File: src/rtl/atm_pkg.sv
// Shared encodings for the ATM session controller: operation codes, response
// status codes and the session FSM state.
package atm_pkg;

  typedef enum logic [2:0] {
    OP_DEP  = 3'd0,
    OP_WDR  = 3'd1,
    OP_BAL  = 3'd2,
    OP_XFR  = 3'd3,
    OP_EXIT = 3'd4
  } op_e;

  typedef enum logic [3:0] {
    STS_OK       = 4'd0,
    STS_NO_ACCT  = 4'd1,
    STS_BAD_PIN  = 4'd2,
    STS_LOCKED   = 4'd3,
    STS_INSUFF   = 4'd4,
    STS_OVERFLOW = 4'd5,
    STS_BAD_DST  = 4'd6,
    STS_BAD_OP   = 4'd7,
    STS_BAD_AMT  = 4'd8,
    STS_TIMEOUT  = 4'd9
  } status_e;

  typedef enum logic [1:0] {
    S_IDLE     = 2'd0,
    S_WAIT_PIN = 2'd1,
    S_MENU     = 2'd2,
    S_RESP     = 2'd3
  } state_e;

endpackage

File: src/rtl/atm_acct_table.sv
// Account storage: account/PIN/balance entries plus per-entry lock and try count,
// two account-number lookups (card and transfer destination) and a read port.
module atm_acct_table
  import atm_pkg::*;
#(
  parameter int unsigned DATA_W    = 12,
  parameter int unsigned NUM_ACCT  = 4,
  parameter int unsigned MAX_TRIES = 3,
  localparam int unsigned IDX_W    = $clog2(NUM_ACCT),
  localparam int unsigned TRY_W    = $clog2(MAX_TRIES + 1)
) (
  input  logic              clk,
  input  logic              rst_n,
  input  logic              ld_en_i,
  input  logic [IDX_W-1:0]  ld_idx_i,
  input  logic [DATA_W-1:0] ld_acct_i,
  input  logic [DATA_W-1:0] ld_pin_i,
  input  logic [DATA_W-1:0] ld_bal_i,
  input  logic [DATA_W-1:0] a_key_i,
  output logic              a_hit_c_o,
  output logic [IDX_W-1:0]  a_idx_c_o,
  input  logic [DATA_W-1:0] b_key_i,
  output logic              b_hit_c_o,
  output logic [IDX_W-1:0]  b_idx_c_o,
  output logic [DATA_W-1:0] b_bal_c_o,
  input  logic [IDX_W-1:0]  rd_idx_i,
  output logic [DATA_W-1:0] rd_pin_c_o,
  output logic [DATA_W-1:0] rd_bal_c_o,
  output logic [TRY_W-1:0]  rd_tries_c_o,
  output logic              rd_locked_c_o,
  input  logic [IDX_W-1:0]  cur_idx_i,
  input  logic              src_we_i,
  input  logic [DATA_W-1:0] src_bal_i,
  input  logic              dst_we_i,
  input  logic [IDX_W-1:0]  dst_idx_i,
  input  logic [DATA_W-1:0] dst_bal_i,
  input  logic              try_we_i,
  input  logic [TRY_W-1:0]  try_val_i,
  input  logic              lock_set_i
);

  logic [DATA_W-1:0] acct_q   [NUM_ACCT];
  logic [DATA_W-1:0] pin_q    [NUM_ACCT];
  logic [DATA_W-1:0] bal_q    [NUM_ACCT];
  logic [TRY_W-1:0]  tries_q  [NUM_ACCT];
  logic              locked_q [NUM_ACCT];

  // Downward scan so a duplicated account number resolves to the lowest index.
  always_comb begin
    a_hit_c_o = 1'b0;
    a_idx_c_o = '0;
    b_hit_c_o = 1'b0;
    b_idx_c_o = '0;
    for (int i = NUM_ACCT - 1; i >= 0; i--) begin
      if (acct_q[i] == a_key_i) begin
        a_hit_c_o = 1'b1;
        a_idx_c_o = IDX_W'(i);
      end
      if (acct_q[i] == b_key_i) begin
        b_hit_c_o = 1'b1;
        b_idx_c_o = IDX_W'(i);
      end
    end
  end

  assign b_bal_c_o     = bal_q[b_idx_c_o];
  assign rd_pin_c_o    = pin_q[rd_idx_i];
  assign rd_bal_c_o    = bal_q[rd_idx_i];
  assign rd_tries_c_o  = tries_q[rd_idx_i];
  assign rd_locked_c_o = locked_q[rd_idx_i];

  // Table load wins over any session write aimed at the same entry.
  always_ff @(posedge clk or negedge rst_n) begin
    if (!rst_n) begin
      for (int i = 0; i < NUM_ACCT; i++) begin
        acct_q[i]   <= '0;
        pin_q[i]    <= '0;
        bal_q[i]    <= '0;
        tries_q[i]  <= '0;
        locked_q[i] <= 1'b0;
      end
    end else begin
      for (int i = 0; i < NUM_ACCT; i++) begin
        if (ld_en_i && (ld_idx_i == IDX_W'(i))) begin
          acct_q[i]   <= ld_acct_i;
          pin_q[i]    <= ld_pin_i;
          bal_q[i]    <= ld_bal_i;
          tries_q[i]  <= '0;
          locked_q[i] <= 1'b0;
        end else begin
          if (src_we_i && (cur_idx_i == IDX_W'(i))) bal_q[i] <= src_bal_i;
          if (dst_we_i && (dst_idx_i == IDX_W'(i))) bal_q[i] <= dst_bal_i;
          if (try_we_i && (cur_idx_i == IDX_W'(i))) tries_q[i] <= try_val_i;
          if (lock_set_i && (cur_idx_i == IDX_W'(i))) locked_q[i] <= 1'b1;
        end
      end
    end
  end

endmodule

File: src/rtl/atm_session_ctrl.sv
// ATM session controller: card/PIN/operation handshake, one registered response
// pulse per accepted request, idle timeout, backed by atm_acct_table.
module atm_session_ctrl
  import atm_pkg::*;
#(
  parameter int unsigned DATA_W      = 12,
  parameter int unsigned NUM_ACCT    = 4,
  parameter int unsigned MAX_TRIES   = 3,
  parameter int unsigned TIMEOUT_CYC = 1024,
  localparam int unsigned IDX_W      = $clog2(NUM_ACCT),
  localparam int unsigned TRY_W      = $clog2(MAX_TRIES + 1),
  localparam int unsigned TMO_W      = $clog2(TIMEOUT_CYC + 1)
) (
  input  logic              clk,
  input  logic              rst_n,
  input  logic              ld_en,
  input  logic [IDX_W-1:0]  ld_idx,
  input  logic [DATA_W-1:0] ld_acct,
  input  logic [DATA_W-1:0] ld_pin,
  input  logic [DATA_W-1:0] ld_bal,
  input  logic              card_valid,
  input  logic [DATA_W-1:0] card_acct,
  input  logic              pin_valid,
  input  logic [DATA_W-1:0] pin,
  input  logic              op_valid,
  input  logic [2:0]        op,
  input  logic [DATA_W-1:0] amount,
  input  logic [DATA_W-1:0] dst_acct,
  output logic              req_ready,
  output logic              resp_valid,
  output logic [3:0]        resp_status,
  output logic [DATA_W-1:0] resp_bal,
  output logic [DATA_W-1:0] resp_dst_bal,
  output logic              session_active,
  output logic              acct_locked
);

  state_e            state_q, state_d, ret_q, ret_d;
  logic [IDX_W-1:0]  cur_idx_q, cur_idx_d;
  logic [TMO_W-1:0]  tmo_q, tmo_d;
  logic              resp_valid_q, resp_valid_d;
  status_e           resp_status_q, resp_status_d;
  logic [DATA_W-1:0] resp_bal_q, resp_bal_d;
  logic [DATA_W-1:0] resp_dst_bal_q, resp_dst_bal_d;
  logic              req_ready_q, req_ready_d;
  logic              session_active_q, session_active_d;
  logic              acct_locked_q, acct_locked_d;

  logic              a_hit_c, b_hit_c, rd_locked_c;
  logic [IDX_W-1:0]  a_idx_c, b_idx_c, rd_idx_c;
  logic [DATA_W-1:0] b_bal_c, rd_pin_c, rd_bal_c;
  logic [TRY_W-1:0]  rd_tries_c, try_next_c, try_val_c;
  logic              src_we_c, dst_we_c, try_we_c, lock_set_c;
  logic [DATA_W-1:0] src_bal_c, dst_bal_c;
  logic [DATA_W:0]   dep_sum_c, dst_sum_c;
  logic              card_acc_c, pin_acc_c, op_acc_c, tmo_hit_c;

  assign rd_idx_c   = (state_q == S_IDLE) ? a_idx_c : cur_idx_q;
  assign try_next_c = rd_tries_c + TRY_W'(1);
  assign dep_sum_c  = {1'b0, rd_bal_c} + {1'b0, amount};
  assign dst_sum_c  = {1'b0, b_bal_c} + {1'b0, amount};
  assign card_acc_c = req_ready_q && card_valid && (state_q == S_IDLE);
  assign pin_acc_c  = req_ready_q && pin_valid && (state_q == S_WAIT_PIN);
  assign op_acc_c   = req_ready_q && op_valid && (state_q == S_MENU);
  assign tmo_hit_c  = (tmo_q == TMO_W'(TIMEOUT_CYC - 1));

  atm_acct_table #(
    .DATA_W    (DATA_W),
    .NUM_ACCT  (NUM_ACCT),
    .MAX_TRIES (MAX_TRIES)
  ) u_table (
    .clk           (clk),
    .rst_n         (rst_n),
    .ld_en_i       (ld_en),
    .ld_idx_i      (ld_idx),
    .ld_acct_i     (ld_acct),
    .ld_pin_i      (ld_pin),
    .ld_bal_i      (ld_bal),
    .a_key_i       (card_acct),
    .a_hit_c_o     (a_hit_c),
    .a_idx_c_o     (a_idx_c),
    .b_key_i       (dst_acct),
    .b_hit_c_o     (b_hit_c),
    .b_idx_c_o     (b_idx_c),
    .b_bal_c_o     (b_bal_c),
    .rd_idx_i      (rd_idx_c),
    .rd_pin_c_o    (rd_pin_c),
    .rd_bal_c_o    (rd_bal_c),
    .rd_tries_c_o  (rd_tries_c),
    .rd_locked_c_o (rd_locked_c),
    .cur_idx_i     (cur_idx_q),
    .src_we_i      (src_we_c),
    .src_bal_i     (src_bal_c),
    .dst_we_i      (dst_we_c),
    .dst_idx_i     (b_idx_c),
    .dst_bal_i     (dst_bal_c),
    .try_we_i      (try_we_c),
    .try_val_i     (try_val_c),
    .lock_set_i    (lock_set_c)
  );

  // Next-state, response and table-write decode; ret_d is where RESP returns to.
  always_comb begin
    state_d        = state_q;
    ret_d          = ret_q;
    cur_idx_d      = cur_idx_q;
    tmo_d          = tmo_q;
    resp_valid_d   = 1'b0;
    resp_status_d  = resp_status_q;
    resp_bal_d     = resp_bal_q;
    resp_dst_bal_d = resp_dst_bal_q;
    acct_locked_d  = acct_locked_q;
    src_we_c       = 1'b0;
    src_bal_c      = rd_bal_c;
    dst_we_c       = 1'b0;
    dst_bal_c      = b_bal_c;
    try_we_c       = 1'b0;
    try_val_c      = rd_tries_c;
    lock_set_c     = 1'b0;

    unique case (state_q)
      S_IDLE: begin
        tmo_d = '0;
        if (card_acc_c) begin
          resp_valid_d = 1'b1;
          state_d      = S_RESP;
          ret_d        = S_IDLE;
          if (!a_hit_c) begin
            resp_status_d = STS_NO_ACCT;
            acct_locked_d = 1'b0;
          end else if (rd_locked_c) begin
            resp_status_d = STS_LOCKED;
            acct_locked_d = 1'b1;
            cur_idx_d     = a_idx_c;
          end else begin
            resp_status_d = STS_OK;
            acct_locked_d = 1'b0;
            cur_idx_d     = a_idx_c;
            ret_d         = S_WAIT_PIN;
          end
        end
      end

      S_WAIT_PIN: begin
        if (pin_acc_c) begin
          tmo_d        = '0;
          resp_valid_d = 1'b1;
          state_d      = S_RESP;
          try_we_c     = 1'b1;
          if (pin == rd_pin_c) begin
            resp_status_d = STS_OK;
            try_val_c     = '0;
            ret_d         = S_MENU;
          end else if (try_next_c >= TRY_W'(MAX_TRIES)) begin
            resp_status_d = STS_LOCKED;
            try_val_c     = try_next_c;
            lock_set_c    = 1'b1;
            acct_locked_d = 1'b1;
            ret_d         = S_IDLE;
          end else begin
            resp_status_d = STS_BAD_PIN;
            try_val_c     = try_next_c;
            ret_d         = S_WAIT_PIN;
          end
        end else if (tmo_hit_c) begin
          tmo_d         = '0;
          resp_valid_d  = 1'b1;
          resp_status_d = STS_TIMEOUT;
          state_d       = S_RESP;
          ret_d         = S_IDLE;
        end else begin
          tmo_d = tmo_q + TMO_W'(1);
        end
      end

      S_MENU: begin
        if (op_acc_c) begin
          tmo_d         = '0;
          resp_valid_d  = 1'b1;
          state_d       = S_RESP;
          ret_d         = S_MENU;
          resp_status_d = STS_OK;
          resp_bal_d    = rd_bal_c;
          unique case (op)
            OP_DEP: begin
              if (amount == '0) resp_status_d = STS_BAD_AMT;
              else if (dep_sum_c[DATA_W]) resp_status_d = STS_OVERFLOW;
              else begin
                src_we_c   = 1'b1;
                src_bal_c  = dep_sum_c[DATA_W-1:0];
                resp_bal_d = dep_sum_c[DATA_W-1:0];
              end
            end
            OP_WDR: begin
              if (amount == '0) resp_status_d = STS_BAD_AMT;
              else if (amount > rd_bal_c) resp_status_d = STS_INSUFF;
              else begin
                src_we_c   = 1'b1;
                src_bal_c  = rd_bal_c - amount;
                resp_bal_d = rd_bal_c - amount;
              end
            end
            OP_BAL: ;
            OP_XFR: begin
              if (amount == '0) resp_status_d = STS_BAD_AMT;
              else if (!b_hit_c || (b_idx_c == cur_idx_q)) resp_status_d = STS_BAD_DST;
              else begin
                resp_dst_bal_d = b_bal_c;
                if (amount > rd_bal_c) resp_status_d = STS_INSUFF;
                else if (dst_sum_c[DATA_W]) resp_status_d = STS_OVERFLOW;
                else begin
                  src_we_c       = 1'b1;
                  src_bal_c      = rd_bal_c - amount;
                  dst_we_c       = 1'b1;
                  dst_bal_c      = dst_sum_c[DATA_W-1:0];
                  resp_bal_d     = rd_bal_c - amount;
                  resp_dst_bal_d = dst_sum_c[DATA_W-1:0];
                end
              end
            end
            OP_EXIT: ret_d = S_IDLE;
            default: resp_status_d = STS_BAD_OP;
          endcase
        end else if (tmo_hit_c) begin
          tmo_d         = '0;
          resp_valid_d  = 1'b1;
          resp_status_d = STS_TIMEOUT;
          state_d       = S_RESP;
          ret_d         = S_IDLE;
        end else begin
          tmo_d = tmo_q + TMO_W'(1);
        end
      end

      S_RESP: state_d = ret_q;

      default: state_d = S_IDLE;
    endcase

    // A reload of the current entry always unlocks it, whatever the session did.
    if (ld_en && (ld_idx == cur_idx_q)) acct_locked_d = 1'b0;

    req_ready_d      = (state_d != S_RESP);
    session_active_d = (state_d == S_WAIT_PIN) || (state_d == S_MENU) ||
                       ((state_d == S_RESP) && (ret_d != S_IDLE));
  end

  always_ff @(posedge clk or negedge rst_n) begin
    if (!rst_n) begin
      state_q          <= S_IDLE;
      ret_q            <= S_IDLE;
      cur_idx_q        <= '0;
      tmo_q            <= '0;
      resp_valid_q     <= 1'b0;
      resp_status_q    <= STS_OK;
      resp_bal_q       <= '0;
      resp_dst_bal_q   <= '0;
      req_ready_q      <= 1'b0;
      session_active_q <= 1'b0;
      acct_locked_q    <= 1'b0;
    end else begin
      state_q          <= state_d;
      ret_q            <= ret_d;
      cur_idx_q        <= cur_idx_d;
      tmo_q            <= tmo_d;
      resp_valid_q     <= resp_valid_d;
      resp_status_q    <= resp_status_d;
      resp_bal_q       <= resp_bal_d;
      resp_dst_bal_q   <= resp_dst_bal_d;
      req_ready_q      <= req_ready_d;
      session_active_q <= session_active_d;
      acct_locked_q    <= acct_locked_d;
    end
  end

  assign req_ready      = req_ready_q;
  assign resp_valid     = resp_valid_q;
  assign resp_status    = resp_status_q;
  assign resp_bal       = resp_bal_q;
  assign resp_dst_bal   = resp_dst_bal_q;
  assign session_active = session_active_q;
  assign acct_locked    = acct_locked_q;

endmodule

File: config.mk
export PLATFORM = sky130hd
export DESIGN_NAME = atm_session_ctrl
export DESIGN_NICKNAME = d
export VERILOG_FILES = /design/src/rtl/atm_pkg.sv /design/src/rtl/atm_acct_table.sv /design/src/rtl/atm_session_ctrl.sv
export SDC_FILE = /design/constraint.sdc
export NUM_CORES = 1
export LEC_CHECK = 0
export CORE_MARGIN = 2
export CORE_UTILIZATION = 53
export DETAILED_ROUTE_END_ITERATION = 10
export GPL_ROUTABILITY_DRIVEN = 1
export GPL_TIMING_DRIVEN = 0
export PLACE_DENSITY = 0.73
export SLEW_MARGIN = 20
export SYNTH_ARGS = -nofsm -noshare
export SYNTH_HDL_FRONTEND = slang
export SYNTH_SLANG_ARGS = --single-unit
File: constraint.sdc
create_clock -name clk -period 5.32 [get_ports clk]
set_input_delay 1.064 -clock clk [delete_from_list [all_inputs] [get_ports clk]]
set_output_delay 1.064 -clock clk [all_outputs]
set_load 0.02 [all_outputs]
==> out/qor.yml <==
powerDensity_mw_per_mm2: 473
grt_pass1_vias: 14000
rr_worst_depth: 29
relSlewSlack_pct: 16.4
period_minus_slack_ns: 6.06
grt_pass1_wl_mm: 81.2
first_pass_iters: 8
drtIter0Drc: 1860
dpl_cell_area_mm2: 0.0160
status: "complete, but fails checks"
stdcell_count: 2312
fp-row-count: 59
port_buffers: 123
whs_endpoint: "u_table.pin_q[16]"
synth_area_leaders: "dfrtp_1, nand2_1, xor2_1"
violations: "negative setup slack"
syn_nets: 1794
rsz0062_at_grt: "yes"
area_growth_syn_to_layout_pct: 39.9
dp_slack_ns: -2.42
final.setup.tns_ns: -30.09
synth_flop_cell: "dfrtp_1"
utilization_pct: 75.2
cp.buffers_inverters: 10
syn_area_per_cell_um2: 8.47
synth_top_area_share_pct: 36.7
cts.path.max_buffers: 3
wl_per_cell_um: 24.1
drc: 0
h-tree-depth: 1
ys_seq_area_share_pct: 36.7
path_delay_family: "compound AO/OA/AOI/OAI gates"
leakage_nw: 8.94
worstPathArrival_ns: 6.46
synth_cells: 1651
cts_num_sinks: 205
netlist_area_mm2: 0.0140
synth-seq-cells: 205
root_buffer: "clkbuf_16"
cts_buffers: 24
slew_violations: 0
dp_cells: 2113
die_w_um: 166
dp_hpwl_mm: 36.9
ys_warn_count: 0
crit_fanout: 8
synth_edf_count: 0
hp-start: "u_table.pin_q[16]"
vdd_drop_max_mv: 0.412
antenna_left: 0
post-route-period-util_pct: 114
synth_cell_types: 98
fmax_mhz: 165
gr-total-overflow: 0
antenna_found_initial: 1
total_power_mw: 9.25
r2r_end: "u_table.bal_q[14]"
grt.total_usage_pct: 37.6
core_mm2: 0.0260
final_common_cell: "nand2_1"
crit_required_ns: 5.72
path_common_cell: "buf_12"
synthArstFlopShare_pct: 100
cap_violations: 0
ff2ff_setup_slack_ns: -0.54
final_nets: 2103
routed_wl_mm: 55.8
clkTransAtPathRegs_ns: 0.07
cp-end-kind: "flip-flop"
place_congestion: 1.01
grt_max_degree: 74
postCtsHoldBufs: 0
min_path_cells: 2
fin_skew_ns: 0.0123
hold_ws_ns: 0.477
insertion_delay_ns: 0.53
hp-class: "flip-flop to flip-flop"
fin_area_mm2: 0.0196
io_pins: 127
setup_viol: 62
via_per_inst: 6.36
worstSetupStartpointType: "input pin"
die_area_mm2: 0.0277
timing_hold_violations_final: 0
worst_slack_ns: -0.736
synth.largest_area_cell: "dfrtp_1"
start_util_pct: 53.8
timing.rr.start: "u_table.acct_q[4]"
most-common-layout-cells: "nand2_1, dfrtp_1, buf_4"
die_h_um: 166
cts_tree: "done"
crit_path_top_delay_cell: "a21oi_2"
max_stage_delay_ns: 0.42
vias: 14700
worstSetupPathType: "input pin to flip-flop"
worst_pin_slew_ns: 1.24
drive_above_1_share_pct: 26.0
## Yosys cell counts (all sizes together) (3+ instances only)
cell     instances
xor2            93
xnor2           43
a21boi           3
o31ai            6
a31oi           22
nor3            15
dfrtp          205
mux2            19
nand4            7
o2111ai          3
a222oi           4
nand2          395
o211ai          20
a311oi           3
or2              8
and3            22
o21bai           9
a221o            9
nand2b          10
nor2           117
a21oi           84
or3              7
a41oi            4
buf             26
a32oi            3
nand3           34
o22ai           14
nor4            29
ha              45
o21ai          105
nor2b            3
clkbuf          46
a211oi          15
a221oi           4
a22oi           28
inv             51
a21o            14
mux2i           76
and2            10
fa               3
o21a             9
## final cells by class
cell class                 instances  area (um^2)
multi-input combinational       1322         9680
antenna                            1         2.50
tap                              335          419
clock inverter                     8          144
clock buffer                      34          729
buffer                            70          498
inverter                          52          208
timing repair buffer             285         2750
sequential                       205         5130
fill                            1891         6430
## timing repair
item | CTS | global route
setup endpoints to repair | 74 | 74
pin swaps | 116 | 112
setup buffers | 100 | 61
gates cloned | 2 | 1
resized for setup | 269 | 157
## sequential cells by signal (all words and copies together), names as in the netlist, 2 cells and up
| signal | flops |
|---|---|
| u_table.locked_q | 4 |
| ret_q | 2 |
| tmo_q | 11 |
| u_table.pin_q | 48 |
| resp_bal | 12 |
| u_table.bal_q | 48 |
| state_q | 2 |
| u_table.tries_q | 8 |
| resp_dst_bal | 12 |
| resp_status | 4 |
| u_table.acct_q | 48 |
| cur_idx_q | 2 |
## metal layers
metal | vias to the layer above | routed length (um) | part of all wire, % | track usage [%]
met4 | 0 | 3370 | 6.0 | 16.9
met1 | 7104 | 21800 | 39 | 50.3
li1 | 6388 | - | - | -
met5 | - | 0 | 0 | 0
met3 | 252 | 5690 | 10 | 7.05
met2 | 964 | 24900 | 45 | 59.8
## logic make-up after synthesis
logic type	synth area share, %
flops	36.7
buf+inv	3.87
mux	6.97
xor+xnor	8.52
compound gates	18.4
simple gates	21.1
fa+ha+maj	4.46
## power breakdown
part | total (mW) | leakage [nW] | switching [mW] | internal [mW]
clock network | 1.84 | 0.433 | 0.697 | 1.14
registers | 2.22 | 2.58 | 0.320 | 1.90
logic | 5.20 | 5.93 | 2.95 | 2.25
## worst max path at each step
| stage | startpoint | endpoint | slack [ns] | cells past startpoint |
|---|---|---|---|---|
| final | card_acct[2] | u_table.bal_q[14] | -0.74 | 30 |
| after global routing | card_acct[7] | u_table.bal_q[42] | -0.75 | 30 |
| after CTS | dst_acct[4] | u_table.bal_q[4] | -0.51 | 26 |
| after detailed placement | card_acct[0] | u_table.bal_q[15] | -2.42 | 24 |
| after global placement | rst_n | u_table.acct_q[19] | -5.79 | 1 |
| after floorplan | card_acct[5] | u_table.bal_q[42] | -0.27 | 29 |
## worst reg2reg max path, delay by kind of cell (launching register included)
kind,cells,cell delay (ns)
AO/OA/AOI/OAI,9,2.00
XOR/XNOR,1,0.23
multiplexers,1,0.12
flip-flops,1,0.48
buffers and inverters,10,1.50
adder cells (fa/ha/maj),1,0.31
AND/OR/NAND/NOR,7,1.10
No activity file was read; power rests on OpenSTA's default activity.
